==> config.mk <==
export PLATFORM = sky130hd
export DESIGN_NAME = fetch_unit
export DESIGN_NICKNAME = d
export VERILOG_FILES = /design/src/rtl/fetch_unit.sv
export SDC_FILE = /design/constraint.sdc
export NUM_CORES = 1
export LEC_CHECK = 0
export BUFFER_PORTS_ARGS = -buffer_cell sky130_fd_sc_hd__buf_2
export CAP_MARGIN = 25
export CORE_MARGIN = 2
export CORE_UTILIZATION = 42
export DETAILED_ROUTE_END_ITERATION = 7
export HOLD_SLACK_MARGIN = 0.05
export PLACE_DENSITY = 0.7
export SLEW_MARGIN = 20
export SYNTH_ARGS = -nofsm -noshare
export SYNTH_HDL_FRONTEND = slang
export SYNTH_SLANG_ARGS = --single-unit
==> constraint.sdc <==
create_clock -name clk -period 5.3 [get_ports clk]
set_input_delay 0.53 -clock clk [delete_from_list [all_inputs] [get_ports clk]]
set_output_delay 0.53 -clock clk [all_outputs]
set_load 0.02 [all_outputs]
==> src/rtl/fetch_unit.sv <==
// Jac1-8 instruction fetch stage: owns the PC, fetches 16-bit words over req/ack,
// and resolves sequential / absolute / relative next-PC. Optional macro: FETCH_TIMEOUT_EN.
module fetch_unit #(
    parameter int                  PC_WIDTH          = 8,
    parameter int                  PROGRAM_DataWidth = 16,
    parameter logic [PC_WIDTH-1:0] RESET_VECTOR      = '0,
    parameter int                  TIMEOUT_CYCLES    = 16
) (
    input  logic                         clk,
    input  logic                         rst_n,
    input  logic                         run,
    output logic [PC_WIDTH-1:0]          mem_addr,
    output logic                         mem_req,
    input  logic                         mem_ack,
    input  logic [PROGRAM_DataWidth-1:0] mem_data,
    output logic [PROGRAM_DataWidth-1:0] instruction,
    output logic                         instr_valid,
    input  logic                         cnt_wr_en,
    input  logic                         add_offset,
    input  logic [7:0]                   literal_adr,
    output logic [PC_WIDTH-1:0]          pc,
    output logic                         fetch_err
);

    typedef enum logic [1:0] {IDLE, REQ, WAIT, EXEC} state_e;

    state_e                         state_q;
    logic [PC_WIDTH-1:0]            pc_q, pc_d;
    logic [PROGRAM_DataWidth-1:0]   ir_q;
    logic                           instr_valid_q;
    logic                           mem_req_q;

`ifdef FETCH_TIMEOUT_EN
    localparam int TW = $clog2(TIMEOUT_CYCLES + 1);
    logic [TW-1:0] tmo_q;
    logic          fetch_err_q;
    assign fetch_err = fetch_err_q;
`else
    logic unused_tmo;
    assign unused_tmo = (TIMEOUT_CYCLES != 0);
    assign fetch_err  = 1'b0;
`endif

    // Relative offsets are signed and taken from this instruction's own address.
    always_comb begin
        pc_d = pc_q + PC_WIDTH'(1);
        if (cnt_wr_en && add_offset)
            pc_d = pc_q + PC_WIDTH'($signed(literal_adr));
        else if (cnt_wr_en)
            pc_d = PC_WIDTH'(literal_adr);
    end

    always_ff @(posedge clk or negedge rst_n) begin
        if (!rst_n) begin
            state_q       <= IDLE;
            pc_q          <= RESET_VECTOR;
            ir_q          <= '0;
            instr_valid_q <= 1'b0;
            mem_req_q     <= 1'b0;
`ifdef FETCH_TIMEOUT_EN
            tmo_q         <= '0;
            fetch_err_q   <= 1'b0;
`endif
        end else begin
            instr_valid_q <= 1'b0;
            case (state_q)
                IDLE: begin
                    if (run && !fetch_err) begin
                        state_q   <= REQ;
                        mem_req_q <= 1'b1;
`ifdef FETCH_TIMEOUT_EN
                        tmo_q     <= '0;
`endif
                    end
                end
                REQ, WAIT: begin
                    if (mem_ack) begin
                        ir_q          <= mem_data;
                        state_q       <= EXEC;
                        mem_req_q     <= 1'b0;
                        instr_valid_q <= 1'b1;
                    end
`ifdef FETCH_TIMEOUT_EN
                    else if (state_q == WAIT && tmo_q == TW'(TIMEOUT_CYCLES - 1)) begin
                        state_q     <= IDLE;
                        mem_req_q   <= 1'b0;
                        fetch_err_q <= 1'b1;
                    end else begin
                        state_q <= WAIT;
                        if (state_q == WAIT)
                            tmo_q <= tmo_q + TW'(1);
                    end
`else
                    else begin
                        state_q <= WAIT;
                    end
`endif
                end
                EXEC: begin
                    pc_q <= pc_d;
                    // A dropped run lets this instruction retire, then idles.
                    if (run) begin
                        state_q   <= REQ;
                        mem_req_q <= 1'b1;
`ifdef FETCH_TIMEOUT_EN
                        tmo_q     <= '0;
`endif
                    end else begin
                        state_q <= IDLE;
                    end
                end
                default: state_q <= IDLE;
            endcase
        end
    end

    assign mem_addr    = pc_q;
    assign pc          = pc_q;
    assign mem_req     = mem_req_q;
    assign instruction = ir_q;
    assign instr_valid = instr_valid_q;

endmodule

==> results.json <==
{
  "clock_skew_ns": 0.00383,
  "layout.nets": 260,
  "cp-start-kind": "register",
  "ioPinCount": 65,
  "timing.rr.start": "mem_addr[1]",
  "hold_buffers": 0,
  "cp_max_fo": 7,
  "dpl.hpwl_microns": 2620,
  "grt_pass1_wl_microns": 5380,
  "fmax_mhz": 447,
  "cts_resized": 0,
  "setup_tns_ns": 0,
  "wl_microns": 3420,
  "dpl_worst_slack_ns": 2.92,
  "path_delay_family": "compound AO/OA/AOI/OAI gates",
  "peakVddDrop_mv": 0.303,
  "first_pass_iters": 4,
  "via_count": 1359,
  "yosysWarnings": 0,
  "synthDominantCellAreaShare_pct": 41.3,
  "cts_buffer_depth": 2,
  "mappedNetlistNets": 207,
  "layout_commonest_cell": "buf_2",
  "die_w_microns": 67.5,
  "syn2layout_area_growth_pct": 21.2,
  "clock_latency_ns": 0.27,
  "rows": 23,
  "critical-path-max-stage-delay_ns": 0.46,
  "worst_slew_pin_slew_ns": 0.693,
  "power.density_nw_per_um2": 656,
  "setup_viol": 0,
  "synth_cells": 165,
  "die_h_microns": 67.5,
  "grt_max_degree": 29,
  "drive_gt1_share_pct": 40.1,
  "fillers": 376,
  "drc": 0,
  "power_w": 0.00135,
  "yosysTopAreaCell": "dfrtp_1",
  "grt_use_total_pct": 15.6,
  "cts_made_buffers": 3,
  "fin_ws_ns": 3.06,
  "clk_pin_slew_ns": 0.10,
  "criticalPathCategory": "reg -> reg",
  "cp_num_buf_inv": 0,
  "crit_start": "mem_addr[1]",
  "initial_core_util_pct": 43.0,
  "drt-initial-drc-count": 80,
  "portBuffers": 63,
  "final_cell_mix": "63 x buf_2, 28 x dfrtp_1, 17 x mux2_2",
  "period_share_pct": 42.2,
  "vias_per_cell": 5.09,
  "wl_per_cell_microns": 12.8,
  "h-tree-depth": 1,
  "cts_tree": "built",
  "postCtsSetupBuffers": 0,
  "cp_data_required_time_ns": 5.47,
  "max_slew_margin_pct": 53.7,
  "routabilityCongestion": 0.841,
  "antennaDiodeCount": 0,
  "outcome": "complete, no violations",
  "yosysSeqAreaShare_pct": 41.3,
  "syn_avg_cell_area_sq_um": 10.3,
  "synth-seq-cells": 28,
  "dieArea_sq_um": 4560,
  "maxCapViolCount": 0,
  "final_max_slew_viol_count": 0,
  "min_period_ns": 2.24,
  "core_area_sq_um": 3940,
  "grt_setup_unrepaired": "false",
  "hp-class": "in -> async",
  "finalInstanceArea_sq_um": 2050,
  "syn_area_sq_um": 1700,
  "p_leak_nw": 1.00,
  "grt-ovfl-total": 0,
  "critPathCaptureType": "register",
  "antenna_found_initial": 0,
  "cts.sinks": 28,
  "grt_pass1_vias": 1221,
  "path_cells": "ha_1, a211oi_2, nor2_1, a311o_1, a21oi_2, xnor2_1, o21a_1, o22a_1",
  "cp.arrival_ns": 2.41,
  "slowest_stage": "dfrtp_1",
  "post_dp_cell_area_sq_um": 1980,
  "final_antenna_net_count": 0,
  "synth_area_leaders": "dfrtp_1 41%, mux2_2 11%, ha_1 8.1%",
  "synth_cell_type_count": 40,
  "finalHoldViolCount": 0,
  "cts-root-buf": "clkbuf_8"
}
==> cells by family after synthesis <==
family                     Yosys count  share of synthesized area [%]
AOI/OAI and AO/OA                   43                           17.3
and+or+nand+nor                     29                           7.97
DFF                                 28                           41.3
buffers and inverters               26                           7.75
muxes                               20                           13.1
adders and majority gates           12                           9.30
xor gates and xnor gates             6                           3.10
other                                1                          0.221
==> path summary, 6_finish.rpt <==
path                                   endpoint  slack (ns)  cells after the start
worst max-delay path                mem_addr[7]        3.06                      8
worst min-delay path                mem_addr[5]        0.26                      1
worst max register to register      mem_addr[7]        3.06                      8
worst min register to register  instruction[13]        0.51                      1
max in group asynchronous        instruction[0]        4.63                      1
min in group clk                        mem_req        0.47                      2
==> sequential cells by signal (all words and copies together) (netlist names) <==
signal / cells
mem_req: 1
instr_valid: 1
instruction: 16
mem_addr: 8
state_q: 2
==> synth_stat cells <==
| master | n |
|---|---|
| a31oi_1 | 2 |
| nand3_1 | 2 |
| o22a_1 | 1 |
| xor2_1 | 1 |
| o211ai_1 | 4 |
| a21oi_2 | 1 |
| xnor2_1 | 5 |
| a21o_1 | 1 |
| ha_1 | 11 |
| o21ai_0 | 8 |
| a311oi_1 | 1 |
| a311o_1 | 1 |
| o22ai_1 | 1 |
| mux2i_1 | 3 |
| o31ai_1 | 2 |
| a31o_2 | 1 |
| fa_1 | 1 |
| nor2_1 | 9 |
| inv_1 | 11 |
| clkbuf_1 | 5 |
| o21ai_1 | 1 |
| o21a_1 | 3 |
| conb_1 | 1 |
| a41o_1 | 1 |
| nor2b_1 | 4 |
| buf_4 | 9 |
| or3_1 | 1 |
| nand4_1 | 1 |
| a21oi_1 | 9 |
| nor3_1 | 1 |
| o21bai_1 | 1 |
| o311ai_0 | 1 |
| a211oi_2 | 1 |
| buf_1 | 1 |
| a22o_1 | 2 |
| a211oi_1 | 1 |
| dfrtp_1 | 28 |
| nand2_1 | 8 |
| mux2_2 | 17 |
| nand2b_1 | 3 |
==> layer usage <==
metal	share of wire [%]	vias to the layer above	global-route usage (%)	wire length, microns
met5	0	-	0	0
met2	48	47	26.6	1650
li1	-	677	-	-
met1	43	635	19.6	1480
met3	8.4	0	5.33	287
met4	0	0	2.30	0
==> through the flow <==
step,hold WS (ns),util [%],cells
after detailed placement,0.487,50.3,263
after CTS,0.285,52.1,267
after global routing,0.310,52.1,267
after floorplan,0.234,-,165
final,0.257,52.1,267
after global placement,0.485,50.3,263
==> worst reg2reg max path, delay by kind of cell (launching register included) <==
family	cells	cell delay, ns
flip-flops	1	0.46
AND/OR/NAND/NOR	1	0.10
AO/OA/AOI/OAI	5	1.13
adder cells (fa/ha/maj)	1	0.35
XOR/XNOR	1	0.10
==> cell type report <==
| cell class | instances | area [sq um] | area share, % |
|---|---|---|---|
| multi-input cells | 111 | 863 | 42.0 |
| flip-flops and latches | 28 | 701 | 34.1 |
| repair buffers | 63 | 315 | 15.3 |
| well taps | 50 | 62.6 | 3.05 |
| clock buffers | 3 | 41.3 | 2.01 |
| inverters | 11 | 41.3 | 2.01 |
| clock inverters | 1 | 30.0 | 1.46 |
==> where the power goes <==
part           internal [W]  switching [W]
clock              0.000101      0.0000671
combinational      0.000331       0.000433
sequential         0.000324      0.0000907
total              0.000756       0.000591
Note: power is estimated with default switching activity, not from simulation.
